$ cat src/rtl/bcd_pkg.sv
// ----------------------------------------------------------------------------
// bcd_pkg
// Shared types and constants for the binary-to-BCD conversion controller and
// its sequential divide-by-10 unit.
//   state_t       : controller FSM states
//   MAX_VAL       : largest value representable in four BCD digits
//   DIV_STEPS     : restoring-divider iterations (one quotient bit each)
//   DIVISOR_INIT  : 10 aligned to the top quotient bit (10 << 10)
//   SAT_DIGITS    : digits shown when the input is out of range
//   NUM_DIGITS    : number of BCD digits produced
//   calc_blank()  : leading-zero blanking mask for a 4-digit BCD word
// ----------------------------------------------------------------------------
package bcd_pkg;

    typedef enum logic [2:0] {
        IDLE,
        LOAD,
        DIV,
        STORE,
        DONE
    } state_t;

    localparam logic [13:0] MAX_VAL      = 14'd9999;
    localparam int          DIV_STEPS    = 11;
    localparam logic [13:0] DIVISOR_INIT = 14'h2800;
    localparam logic [15:0] SAT_DIGITS   = 16'h9999;
    localparam int          NUM_DIGITS   = 4;

    // A digit is blanked only when it and every more-significant digit are
    // zero; the units digit is always shown so that zero reads as "0".
    function automatic logic [3:0] calc_blank(input logic [15:0] bcd);
        logic [3:0] b;
        b    = '0;
        b[3] = (bcd[15:12] == 4'd0);
        b[2] = b[3] && (bcd[11:8] == 4'd0);
        b[1] = b[2] && (bcd[7:4] == 4'd0);
        b[0] = 1'b0;
        return b;
    endfunction

endpackage

$ cat src/rtl/div10_seq.sv
// ----------------------------------------------------------------------------
// div10_seq
// Iterative restoring divide-by-10. One quotient bit is resolved per clock,
// MSB first; the first bit is resolved on the div_start edge itself, so the
// results are final and div_done pulses exactly DIV_STEPS cycles after
// div_start.
//   clk        : rising-edge clock
//   rst        : synchronous active-high reset, clears all divider state
//   div_start  : one-cycle start strobe, samples dividend
//   dividend   : 14-bit unsigned dividend
//   div_done   : one-cycle pulse, quotient/remainder valid from this cycle
//   quotient   : 11-bit quotient
//   remainder  : 4-bit remainder (0..9)
// ----------------------------------------------------------------------------
module div10_seq
    import bcd_pkg::*;
(
    input  logic        clk,
    input  logic        rst,
    input  logic        div_start,
    input  logic [13:0] dividend,
    output logic        div_done,
    output logic [10:0] quotient,
    output logic [3:0]  remainder
);

    logic [13:0] r_rem;
    logic [13:0] r_div;
    logic [10:0] r_quo;
    logic [3:0]  r_cnt;
    logic        r_busy;
    logic        r_done;

    logic [13:0] w_rem_src;
    logic [13:0] w_div_src;
    logic        w_bit;
    logic [13:0] w_rem_nxt;

    // The start cycle feeds the step from the inputs so no cycle is spent
    // just loading; afterwards the step runs on the held partial remainder.
    assign w_rem_src = div_start ? dividend : r_rem;
    assign w_div_src = div_start ? DIVISOR_INIT : r_div;
    assign w_bit     = (w_rem_src >= w_div_src);
    assign w_rem_nxt = w_bit ? (w_rem_src - w_div_src) : w_rem_src;

    // NOTE: all state here is updated with non-blocking assignments so every
    // register samples the pre-edge values, independent of statement order.
    always_ff @(posedge clk) begin
        if (rst) begin
            r_rem  <= '0;
            r_div  <= '0;
            r_quo  <= '0;
            r_cnt  <= '0;
            r_busy <= 1'b0;
            r_done <= 1'b0;
        end else begin
            r_done <= 1'b0;
            if (div_start) begin
                r_rem  <= w_rem_nxt;
                r_div  <= DIVISOR_INIT >> 1;
                r_quo  <= {10'd0, w_bit};
                r_cnt  <= 4'd1;
                r_busy <= 1'b1;
            end else if (r_busy) begin
                r_rem <= w_rem_nxt;
                r_div <= r_div >> 1;
                r_quo <= {r_quo[9:0], w_bit};
                r_cnt <= r_cnt + 4'd1;
                if (r_cnt == 4'(DIV_STEPS - 1)) begin
                    r_busy <= 1'b0;
                    r_done <= 1'b1;
                end
            end
        end
    end

    assign div_done  = r_done;
    assign quotient  = r_quo;
    assign remainder = r_rem[3:0];

endmodule

$ cat src/rtl/bcd_convert_ctrl.sv
// ----------------------------------------------------------------------------
// bcd_convert_ctrl
// Converts a 14-bit binary value to four BCD digits by repeated division by
// 10, building the result in a shadow register and publishing it, together
// with a leading-zero blanking mask, in a single DONE cycle so a display
// never sees a partial update. Values above 9999 saturate to 9999 with ovf.
//   clk    : rising-edge clock
//   rst    : synchronous active-high reset (aborts any conversion)
//   req    : conversion request, honoured only when idle
//   value  : binary input, sampled on the accepting edge
//   busy   : high while the FSM is not IDLE
//   done   : one-cycle pulse in the DONE state
//   digits : published BCD result {d3,d2,d1,d0}
//   blank  : leading-zero blanking mask, bit i blanks digit i
//   ovf    : last accepted value exceeded 9999
// ----------------------------------------------------------------------------
module bcd_convert_ctrl
    import bcd_pkg::*;
(
    input  logic        clk,
    input  logic        rst,
    input  logic        req,
    input  logic [13:0] value,
    output logic        busy,
    output logic        done,
    output logic [15:0] digits,
    output logic [3:0]  blank,
    output logic        ovf
);

    // Index of the last STORE; the remaining top digit is the final quotient.
    localparam logic [1:0] LAST_IDX = 2'(NUM_DIGITS - 2);

    state_t      r_state;
    state_t      w_state_nxt;

    logic [13:0] r_work;
    logic [1:0]  r_idx;
    logic [15:0] r_shadow;
    logic        r_ovf_shadow;
    logic [15:0] r_digits;
    logic [3:0]  r_blank;
    logic        r_ovf;

    logic        w_div_start;
    logic        w_div_done;
    logic [10:0] w_quotient;
    logic [3:0]  w_remainder;
    logic        w_busy;
    logic        w_done;

    div10_seq u_div (
        .clk       (clk),
        .rst       (rst),
        .div_start (w_div_start),
        .dividend  (r_work),
        .div_done  (w_div_done),
        .quotient  (w_quotient),
        .remainder (w_remainder)
    );

    always_ff @(posedge clk) begin
        if (rst) r_state <= IDLE;
        else     r_state <= w_state_nxt;
    end

    // NOTE: every output of this block is given a default before the case so
    // no path leaves a signal unassigned, which would infer a latch.
    always_comb begin
        w_state_nxt = r_state;
        w_div_start = 1'b0;
        w_busy      = 1'b1;
        w_done      = 1'b0;
        unique case (r_state)
            IDLE: begin
                w_busy = 1'b0;
                if (req) w_state_nxt = (value > MAX_VAL) ? DONE : LOAD;
            end
            LOAD: begin
                w_div_start = 1'b1;
                w_state_nxt = DIV;
            end
            DIV: begin
                if (w_div_done) w_state_nxt = STORE;
            end
            STORE: begin
                w_state_nxt = (r_idx == LAST_IDX) ? DONE : LOAD;
            end
            DONE: begin
                w_done      = 1'b1;
                w_state_nxt = IDLE;
            end
            default: w_state_nxt = IDLE;
        endcase
    end

    always_ff @(posedge clk) begin
        if (rst) begin
            r_work       <= '0;
            r_idx        <= '0;
            r_shadow     <= '0;
            r_ovf_shadow <= 1'b0;
            r_digits     <= '0;
            r_blank      <= '0;
            r_ovf        <= 1'b0;
        end else begin
            unique case (r_state)
                IDLE: begin
                    if (req) begin
                        r_work <= value;
                        r_idx  <= '0;
                        if (value > MAX_VAL) begin
                            r_shadow     <= SAT_DIGITS;
                            r_ovf_shadow <= 1'b1;
                        end else begin
                            r_ovf_shadow <= 1'b0;
                        end
                    end
                end
                STORE: begin
                    case (r_idx)
                        2'd0:    r_shadow[3:0]  <= w_remainder;
                        2'd1:    r_shadow[7:4]  <= w_remainder;
                        default: r_shadow[11:8] <= w_remainder;
                    endcase
                    // After the last division the quotient is below 10 and is
                    // itself the thousands digit.
                    if (r_idx == LAST_IDX) r_shadow[15:12] <= w_quotient[3:0];
                    r_work <= {3'b000, w_quotient};
                    r_idx  <= r_idx + 2'd1;
                end
                DONE: begin
                    r_digits <= r_shadow;
                    r_ovf    <= r_ovf_shadow;
                    r_blank  <= r_ovf_shadow ? 4'b0000 : calc_blank(r_shadow);
                end
                default: ;
            endcase
        end
    end

    assign busy   = w_busy;
    assign done   = w_done;
    assign digits = r_digits;
    assign blank  = r_blank;
    assign ovf    = r_ovf;

endmodule
$ cat config.mk
export PLATFORM = sky130hd
export DESIGN_NAME = bcd_convert_ctrl
export DESIGN_NICKNAME = d
export VERILOG_FILES = /design/src/rtl/bcd_pkg.sv /design/src/rtl/div10_seq.sv /design/src/rtl/bcd_convert_ctrl.sv
export SDC_FILE = /design/constraint.sdc
export NUM_CORES = 1
export LEC_CHECK = 0
export CAP_MARGIN = 25
export CORE_MARGIN = 4
export CORE_UTILIZATION = 58
export CTS_CLUSTER_SIZE = 24
export DETAILED_ROUTE_END_ITERATION = 6
export PLACE_DENSITY_LB_ADDON = 0.08
export REMOVE_ABC_BUFFERS = 1
export SYNTH_ARGS = -nofsm -noshare
export SYNTH_HDL_FRONTEND = slang
export SYNTH_SLANG_ARGS = --single-unit
$ cat constraint.sdc
create_clock -name clk -period 8 [get_ports clk]
set_clock_uncertainty 0.1 [all_clocks]
set_input_delay 2.4 -clock clk [delete_from_list [all_inputs] [get_ports clk]]
set_output_delay 2.4 -clock clk [all_outputs]
set_load 0.02 [all_outputs]
# Word level (Yosys, flattened, before mapping)
# Index checks and enable logic that the tools add are counted.
[word_totals]
register_bits = 101
in_bits = 17
out_inout_bits = 23
wordCells = 95
[op_classes]
n_addsub = 3
magnitude_cmp = 2
eq_ne = 14
mux = 36
n_bitwise = 1
reduce_logical = 19
[ops]
columns = ["cell", "n"]
rows = [
  ["$mux W14", 6],
  ["$mux W16", 2],
  ["$pmux W16 S2", 1],
  ["$pmux W14 S2", 1],
  ["$mux W13", 2],
  ["$mux W4", 5],
  ["$reduce_and A4 Y1", 4],
  ["$ge A14 B14 Y1", 1],
  ["$gt A14 B14 Y1 const B", 1],
  ["$sub A14 B14 Y14", 1],
  ["$logic_not A4 Y1", 3],
  ["$mux W1", 12],
  ["$mux W3", 4],
  ["$pmux W3 S4", 1],
  ["$ne A2 B2 Y1 const B", 4],
  ["$eq A3 B2 Y1 const B", 2],
  ["$ne A2 B1 Y1 const B", 3],
  ["$reduce_and A2 Y1", 3],
  ["$add A4 B1 Y4 const B", 1],
  ["$eq A4 B4 Y1 const B", 1],
  ["$pmux W2 S2", 1],
  ["$reduce_bool A2 Y1", 2],
  ["$reduce_or A2 Y1", 2],
  ["$eq A3 B1 Y1 const B", 1],
  ["10 further kinds", 11],
]

# Longest topological paths before layout
# Gate-level depths: netlist of the first run.
[depth]
depth_word = 7
mapped_depth = 17
ltp_nobuf = 13

# Cells and area by module
# Synthesis of the first run repeated with hierarchy kept, for this count alone.
[unflattened]
hier_cells = 595
area_unflattened_um2 = 5067.4
[by_module_without_submodules]
columns = ["module", "instances", "cells_each", "area_each_um2", "seq_area_each_um2"]
rows = [
  ["div10_seq", 1, 302, 2617.5, 880.8],
  ["bcd_convert_ctrl", 1, 293, 2449.8, 1121.1],
]

# Worst setup path after synthesis of the first run
# Ideal clock, no wire load.
[synth_timing]
path_kind = "flip-flop to flip-flop"
from = "register r_state[1]"
to = "register u_div.r_rem[7]"
setup_ps = 95
t_arrival_ps = 3594
required_ps = 7805
slack_ps = 4210
stages_incl_launch_ff = 16
synth_period_minus_slack_ps = 3790
path_cell_list = "dfxtp_1 buf_6 or3b_4 clkbuf_1 clkbuf_1 buf_1 nand2_1 ha_1 nor2b_1 o31a_1 o41ai_2 maj3_1 a22oi_1 xor2_1 or4_1 o311ai_1"
[synth_between]
elab_chain_cells = 7
[synth_lines]
columns = ["item", "line", "rtl"]
rows = [
  ["from (decl)", "bcd_convert_ctrl.sv:34", "state_t r_state;"],
  ["from (signal assigned)", "bcd_convert_ctrl.sv:64", "else r_state <= w_state_nxt;"],
  ["$eq A3 B1 Y1 (*)", "bcd_convert_ctrl.sv:74", "unique case (r_state)"],
  ["$mux W1 (*)", "bcd_convert_ctrl.sv:74", ""],
  ["$mux W14 (on tied branches)", "div10_seq.sv:41, div10_seq.sv:42", ""],
  ["$sub A14 B14 Y14 or $ge A14 B14 Y1 (tied branches)", "div10_seq.sv:44, div10_seq.sv:43", ""],
  ["$mux W14", "div10_seq.sv:44", "assign w_rem_nxt = w_bit ? (w_rem_src - w_div_src) : w_rem_src;"],
  ["$mux W14", "div10_seq.sv:64", "end else if (r_busy) begin"],
  ["$mux W14", "div10_seq.sv:58", "if (div_start) begin"],
  ["to (signal assigned)", "div10_seq.sv:59", "r_rem <= w_rem_nxt;"],
  ["to (signal assigned)", "div10_seq.sv:65", "r_rem <= w_rem_nxt;"],
  ["to (decl)", "div10_seq.sv:27", "logic [13:0] r_rem;"],
]
# Every way passes the cells marked *; elsewhere a longest branch is shown, timed or not. The select of a mux whose other input is x is not followed.
# A chain may end at the register's enable or synchronous reset.

# Worst setup path in the final report of the first run
[layout_timing]
from = "register r_state[1]"
to = "output port done"
[layout_between]
elab_chain_cells = 2
[layout_lines]
columns = ["item", "line", "rtl"]
rows = [
  ["$eq A3 B3 Y1", "bcd_convert_ctrl.sv:74", ""],
  ["$mux W1", "bcd_convert_ctrl.sv:74", ""],
  ["to (decl)", "bcd_convert_ctrl.sv:25", "output logic done,"],
]
# Every way passes these cells.

==> results of run 1 <==
## metrics by stage
| step | std cells | cell area, um2 |
|---|---|---|
| global placement | 717 | 5250 |
| floorplan | 570 | 4710 |
| detailed placement | 717 | 5250 |
| CTS | 732 | 5450 |
| global route | 732 | 5450 |
| finish | 732 | 5450 |
## cell type report
type | count | area [um2]
sequential | 100 | 2000
tap | 105 | 131
clock buffer | 10 | 138
clock inverter | 5 | 60.1
fill | 732 | 2730
timing repair buffer | 42 | 405
multi-input combinational | 460 | 2680
inverter | 10 | 37.5
## worst min-delay path, delay by kind of cell, from the launching register on
kind               cells  cell delay [ns]
AOI/OAI and AO/OA      1             0.05
DFF                    1             0.32
and+or+nand+nor        1             0.05
## cell usage after synthesis (6+ instances only)
cell and n:
sky130_fd_sc_hd__nand2_1 118, sky130_fd_sc_hd__a21oi_1 56, sky130_fd_sc_hd__nand3_1 11, sky130_fd_sc_hd__a22oi_1 10, sky130_fd_sc_hd__xor2_1 7, sky130_fd_sc_hd__xnor2_1 9
sky130_fd_sc_hd__ha_1 17, sky130_fd_sc_hd__a211oi_1 16, sky130_fd_sc_hd__clkbuf_1 29, sky130_fd_sc_hd__o21ai_0 10, sky130_fd_sc_hd__a32oi_1 6, sky130_fd_sc_hd__inv_1 10
sky130_fd_sc_hd__mux2i_1 28, sky130_fd_sc_hd__dfxtp_1 100, sky130_fd_sc_hd__nor3_1 20, sky130_fd_sc_hd__nor2_1 89
## worst max path at each step
stage / start / end / slack, ns / cells after the start
global route: r_state[1]$_SDFFE_PP0P_ / done / 2.54 / 4
CTS: r_state[1]$_SDFFE_PP0P_ / done / 2.77 / 4
global placement: r_state[1]$_SDFFE_PP0P_ / done / 3.24 / 4
finish: r_state[1]$_SDFFE_PP0P_ / done / 2.81 / 4
floorplan: r_state[0]$_SDFFE_PP0P_ / u_div.r_rem[1]$_SDFFE_PP0P_ / 3.71 / 12
detailed placement: r_state[2]$_SDFFE_PP0P_ / done / 3.17 / 3
## sequential cells by signal, indices dropped and copies added, names as in the netlist
name            flops
r_idx               2
u_div.r_rem        14
blank               3
u_div.r_busy        1
u_div.div_done      1
r_shadow           16
r_work             14
u_div.r_cnt         4
ovf                 1
u_div.quotient     11
u_div.r_div        13
r_state             3
digits             16
r_ovf_shadow        1
## kinds of logic after synthesis
kind of cell / after synthesis
and+or+nand+nor: 267
AOI/OAI and AO/OA: 125
DFF: 100
buffers and inverters: 48
muxes: 32
adders and majority gates: 19
xor gates and xnor gates: 16
other: 1
## layer usage
metal  track usage, %  up-vias  routed length (um)
li1                 -     2136                   -
met1             28.1     1971                4770
met2             38.3       86                5290
met3             3.37       19                 452
met4             8.09        0                 208
met5                0        -                   0
## power groups by stage
stage	Clock, mW	Combinational (mW)	Sequential [mW]
global route	0.353	0.529	0.565
global placement	0	0.457	0.570
finish	0.325	0.473	0.561
detailed placement	0	0.468	0.572
CTS	0.331	0.472	0.560
floorplan	0	0.354	0.571
==> metrics.md, run 1 <==
| Metric | Value |
|---|---|
| Hold violation count in the final report | 0 |
| Peak fanout along the critical path | 21 |
| Number of nets in the layout | ~660 |
| Port Buf Inserts | 38 |
| Combinational family with the most area after synthesis | simple AND/OR/NAND/NOR gates |
| Worst slew margin relative to its limit | 36.7% |
| Top library cells by usage in the layout, fill and taps aside | sky130_fd_sc_hd__nand2_1 (118), sky130_fd_sc_hd__dfxtp_1 (100), sky130_fd_sc_hd__nor2_1 (89) |
| Maximum number of pins on one net before global-route repair | approximately 80 |
| Die footprint | 9930 um2 |
| Synthesis-to-finish area growth | 11.9% |
| Proportion of total power due to net switching | between 30% and 40% |
| Pleak | 2.03 nW |
| CP Cell Sequence | nor2_1, nand2_1, inv_1, clkdlybuf4s50_1 |
| Wirelength, routed | between 10000 and 15000 um |
| Number of antenna violations at the first check in global routing | 0 |
| Setup repair after global routing missed its margin | no |
| Number of global-route vias before repair | around 4000 |
| Share of cells above drive strength 1 | about 5.1% |
| Chip Height | roughly 100 um |
| Count of TritonRoute iterations in the first routing pass | 4 |
| Number of buffers added by the clock tree synthesis step | 9 |
| Quantity of gates resized following cts | 0 |
| Share of the synthesized area in compound gates (AO/OA/AOI/OAI) | between 15 and 20% |
| Slowest cell delay on critical path | between 0.7 and 0.8 ns |
| Area inside the core boundary | between 8000 and 9000 um2 |
| Cell area after synthesis | 4870 um2 |
| R2r setup slk | ~3.7 ns |
| Least setup slack across all paths after layout | between 2 and 3 ns |
| Clock slew at the register clock pins of the worst setup and hold paths | 0.10 ns |
| Pins Over Slew Limit | 0 |
| Clk sink count | 100 |
| Clock Root Buffer | sky130_fd_sc_hd__clkbuf_8 |
| Syn Inst Count | 608 |
| Actual transition at the worst max-transition pin | around 0.95 ns |
| Avg Synthesized Cell Area | around 8.0 um2 |
| IR drop worst, VDD | between 0.1 and 0.15 mV |
| Number of antenna repair diodes | 0 |
| Top-level I/O count | 40 |
| TritonCTS clock tree | built |
| Remaining number of nets flagged by the antenna check after routing | 0 |
| Proportion of register bits with asynchronous set or reset after synthesis | 0% |
| Power after layout | 1.36 mW |
| Most frequently used flop master after synthesis | sky130_fd_sc_hd__dfxtp_1 |
| Most area-consuming cells after synthesis | sky130_fd_sc_hd__dfxtp_1 (41%), sky130_fd_sc_hd__nand2_1 (9.1%), sky130_fd_sc_hd__nor2_1 (6.9%) |
| Grt total ovfl | 0 |
| Clk_lat worst skew | around 0.36 ns |
| Number of buffers inserted for hold repair after clock tree synthesis | 0 |
| Switching power summed over all nets | 482 uW |
| Shortest clock period the worst path allows after layout | approximately 5.2 ns |
| Fraction of the yosys area taken by sequential cells | between 40 and 50% |
| Endpoint of the worst-slack reg-to-reg timing path | u_div.r_rem[1]$_SDFFE_PP0P_ |
| Area fraction of the dominant cell type after synthesis | between 40% and 50% |
| Portion of netlist area occupied by mux cells | 6.91% |
| Total global-route track usage | 22.2% |
| Global-route wire length before repair | between 15000 and 20000 um |
| Type of destination of the critical path | primary output |
| Outcome | finished, final reports clean |
| Number of library cell types mapped by synthesis | 52 |
| Crit path buffers/inverters | 2 |
| Final setup violating endpoints | 0 |
| Internal Power | around 880 uW |
| Flops & latches, synth | 100 |
| Count of warnings emitted by yosys | 0 |
| Kind of path behind the tightest hold check | flop to flop |
| Sum of negative setup slack | 0 ns |
| Number of enable-type register cells in the synthesized netlist | 0 |
| Worst r2r src | r_state[0]$_SDFFE_PP0P_ |
| Pre-CTS setup slack | around 3.2 ns |
| Initial Utilization | between 50% and 60% |
| Number of violations of the max-capacitance limit | 0 |
| Maximum buffer depth of the clock tree | 2 |
| HPWL reported at the end of detailed placement | approximately 7600 um |
| H-tree depth | 3 |
| Post-synth top area cell | sky130_fd_sc_hd__dfxtp_1 |
| Die X-Extent | 99.6 um |
| Share of power burned in combinational logic | a little over a third |
| Clock Power Share | between 20% and 30% |
| XOR/XNOR share of the synthesized area | under 10% |
| Basic-gate share of the synthesized area counting and, or, nand and nor cells | 23.2% |
| WL per Instance | between 10 and 15 um |
| Arrival time worst endpoint | 2.69 ns |
| Family of cells with the greatest summed delay on the critical path | buffers and inverters |
| CP Class | flop to primary output |
| Vias after detailed routing | about 4200 |
| Worst Hold Margin | about 0.36 ns |
| Post-CTS setup buffer count | 0 |
| Cell with the largest stage delay on the worst path | sky130_fd_sc_hd__clkdlybuf4s50_1 |
| Adder-cell share of the synthesized area | under 10% |
| Crit share post-route | 64.9% |
| Maximum clock frequency | 193 MHz |
| Number of DRC markers after the initial detailed-route iteration | between 150 and 200 |
| Sequential share of power | roughly 41% |
| Hold Crit Start | digits[7]$_SDFFE_PP0P_ |
| Vias per std cell | about 5.8 |
| Most frequent standard cell in the layout excluding fill and tap cells | sky130_fd_sc_hd__nand2_1 |
| Cells on Worst Hold Path | 2 |
| Number of placement rows | 33 |
| Register-to-Register Path Depth | 14 |
| GPL Wtd Cong | between 0.9 and 1 |
| Data required time of the critical path | about 5.5 ns |
| End point of the worst hold path | digits[7]$_SDFFE_PP0P_ |
| Total power divided by cell area | ~250 nW/um2 |
| Crit start category | flop |
| Utilization of the core after routing | 66.7% |
| Number of remaining DRC errors | 0 |
No activity file was read; power rests on OpenSTA's default activity.
==> run 2: changes to the inputs <==
==> constraint.sdc (replaced) <==
create_clock -name clk -period 5.2 [get_ports clk]
set_clock_uncertainty 0.1 [all_clocks]
set_input_delay 1.56 -clock clk [delete_from_list [all_inputs] [get_ports clk]]
set_output_delay 1.56 -clock clk [all_outputs]
set_load 0.02 [all_outputs]
==> run 2 against run 1 <==
  * Sequential share of layout area increased by 0.24 points
  * Critical path depth is 10 higher
  * Global-route usage up 0.49 points
  * Total power is 50% higher
  * Register-to-register slack got worse by 2.9 ns
  * Worst hold slack got worse by 0.00086 ns
  * Worst setup slack got worse by 2.1 ns
  * Flip-flop and latch count is the same
  * Core utilization fell by 0.43 points
==> metrics.md, run 2 (synthesis gave the netlist of run 1 again) <==
| Metric | Value |
|---|---|
| Clk_lat worst skew | roughly 0.36 ns |
| Arrival time worst endpoint | about 4.6 ns |
| IR drop worst, VDD | ~0.23 mV |
| Clock slew at the register clock pins of the worst setup and hold paths | roughly 0.090 ns |
| HPWL reported at the end of detailed placement | ~7500 um |
| Maximum buffer depth of the clock tree | 2 |
| Data required time of the critical path | roughly 5.4 ns |
| Non-Filler Instances | ~730 |
| Critical path capture point | u_div.r_rem[7]$_SDFFE_PP0P_ |
| Maximum clock frequency | about 230 MHz |
| Endpoint of the worst-slack reg-to-reg timing path | u_div.r_rem[7]$_SDFFE_PP0P_ |
| Port Buf Inserts | 38 |
| Hold Crit Start | digits[7]$_SDFFE_PP0P_ |
| Global-route wire length before repair | around 18000 um |
| Number of nets in the layout | approximately 660 |
| Total power divided by cell area | approximately 380 nW/um2 |
| Shortest clock period the worst path allows after layout | ~4.4 ns |
| Most frequent standard cell in the layout excluding fill and tap cells | sky130_fd_sc_hd__nand2_1 |
| Register-to-Register Path Depth | 14 |
| Die X-Extent | 99.6 um |
| Least setup slack across all paths after layout | around 0.76 ns |
| Quantity of gates resized following cts | 0 |
| Pins Over Slew Limit | 0 |
| Number of global-route vias before repair | 3940 |
| Number of DRC markers after the initial detailed-route iteration | about 270 |
| Finished layout cell area | between 5000 and 6000 um2 |
| R2r setup slk | 0.76 ns |
| Count of TritonRoute iterations in the first routing pass | 5 |
| Number of buffers added by the clock tree synthesis step | 9 |
| Placed instance count | 717 |
| Initial Utilization | between 50% and 60% |
| Die footprint | about 9900 um2 |
| Post-DP Area | between 5000 and 6000 um2 |
| Vias per std cell | approximately 5.7 |
| Total global-route track usage | 22.7% |
| Setup repair after global routing missed its margin | no |
| Outcome | finished, final reports clean |
| Clock Root Buffer | sky130_fd_sc_hd__clkbuf_8 |
| CP Class | flop to flop |
| Number of remaining DRC errors | 0 |
| Chip Height | 99.6 um |
| Pleak | ~2.0 nW |
| Final setup violating endpoints | 0 |
| Peak fanout along the critical path | 39 |
| Number of buffers inserted for hold repair after clock tree synthesis | 0 |
| Hold violation count in the final report | 0 |
| Crit start category | flop |
| Number of violations of the max-capacitance limit | 0 |
| Type of destination of the critical path | flop |
| Number of antenna repair diodes | 0 |
| Wirelength, routed | between 10000 and 15000 um |
| Top-level I/O count | 40 |
| Vias after detailed routing | ~4200 |
| Number of placement rows | 33 |
| Grt total ovfl | 0 |
| Actual transition at the worst max-transition pin | around 1 ns |
| Worst r2r src | r_state[0]$_SDFFE_PP0P_ |
| Sum of negative setup slack | 0 ns |
| H-tree depth | 3 |
| Pre-CTS setup slack | 0.798 ns |
| Crit share post-route | 85.5% |
| Crit path from | r_state[0]$_SDFFE_PP0P_ |
| Number of antenna violations at the first check in global routing | 0 |
| Remaining number of nets flagged by the antenna check after routing | 0 |
| GPL Wtd Cong | 0.912 |
| Maximum number of pins on one net before global-route repair | 76 |
| Post-CTS setup buffer count | 0 |
| WL per Instance | 14.9 um |
| Top library cells by usage in the layout, fill and taps aside | sky130_fd_sc_hd__nand2_1 (118), sky130_fd_sc_hd__dfxtp_1 (100), sky130_fd_sc_hd__nor2_1 (89) |
| Share of cells above drive strength 1 | ~5.0% |
| Synthesis-to-finish area growth | 11.2% |
| Area inside the core boundary | between 8000 and 9000 um2 |
| Worst slew margin relative to its limit | roughly 33% |
| Kind of path behind the tightest hold check | flop to flop |
| Clk sink count | 100 |
| Worst Hold Margin | ~0.36 ns |
| TritonCTS clock tree | built |
run 2: layout make-up:
cell class	count	area, um2
Clock buffer	9	124
Clock inverter	5	38.8
Fill cell	734	2760
Inverter	10	37.5
Multi-Input combinational cell	460	2680
Sequential cell	100	2000
Tap cell	105	131
Timing Repair Buffer	42	405
run 2: how the worst min path moves through the flow:
stage / cells past startpoint / to
CTS: 2 / digits[2]$_SDFFE_PP0P_
detailed placement: 2 / digits[2]$_SDFFE_PP0P_
floorplan: 2 / digits[1]$_SDFFE_PP0P_
global placement: 2 / digits[4]$_SDFFE_PP0P_
finish: 2 / digits[7]$_SDFFE_PP0P_
global route: 2 / blank[1]$_SDFFE_PP0P_
run 2: metal layers:
layer | wire length, um | up-vias | track usage (%)
met5 | 0 | - | 0
met4 | 184 | 0 | 6.62
met3 | 486 | 16 | 4.77
met2 | 5270 | 91 | 38.9
met1 | 4930 | 1933 | 28.8
li1 | - | 2118 | -
run 2: power breakdown:
part / switching, mW / internal, mW / total (mW) / leakage (nW)
combinational: 0.428 / 0.298 / 0.726 / 1.12
clock: 0.273 / 0.171 / 0.444 / 0.0698
sequential: 0.0468 / 0.818 / 0.865 / 0.812
run 2: critical path: stages, from the launching register on:
cell and delay, ns:
sky130_fd_sc_hd__dfxtp_1 0.52, sky130_fd_sc_hd__or3b_4 0.64, sky130_fd_sc_hd__mux2i_1 0.29, sky130_fd_sc_hd__ha_1 0.21, sky130_fd_sc_hd__inv_1 0.06, sky130_fd_sc_hd__fa_1 0.41
sky130_fd_sc_hd__a211oi_1 0.31, sky130_fd_sc_hd__o21ai_0 0.18, sky130_fd_sc_hd__nand4_1 0.16, sky130_fd_sc_hd__a311oi_2 0.15, sky130_fd_sc_hd__o22ai_2 0.60, sky130_fd_sc_hd__buf_4 0.30
sky130_fd_sc_hd__nor2_1 0.07, sky130_fd_sc_hd__xnor2_1 0.13, sky130_fd_sc_hd__o311ai_1 0.21
run 2: stage by stage:
stage / total power, mW / utilization [%]
floorplan: 1.42 / -
global placement: 1.59 / 64.2
detailed placement: 1.60 / 64.2
CTS: 2.04 / 66.2
global route: 2.17 / 66.2
finish: 2.03 / 66.2
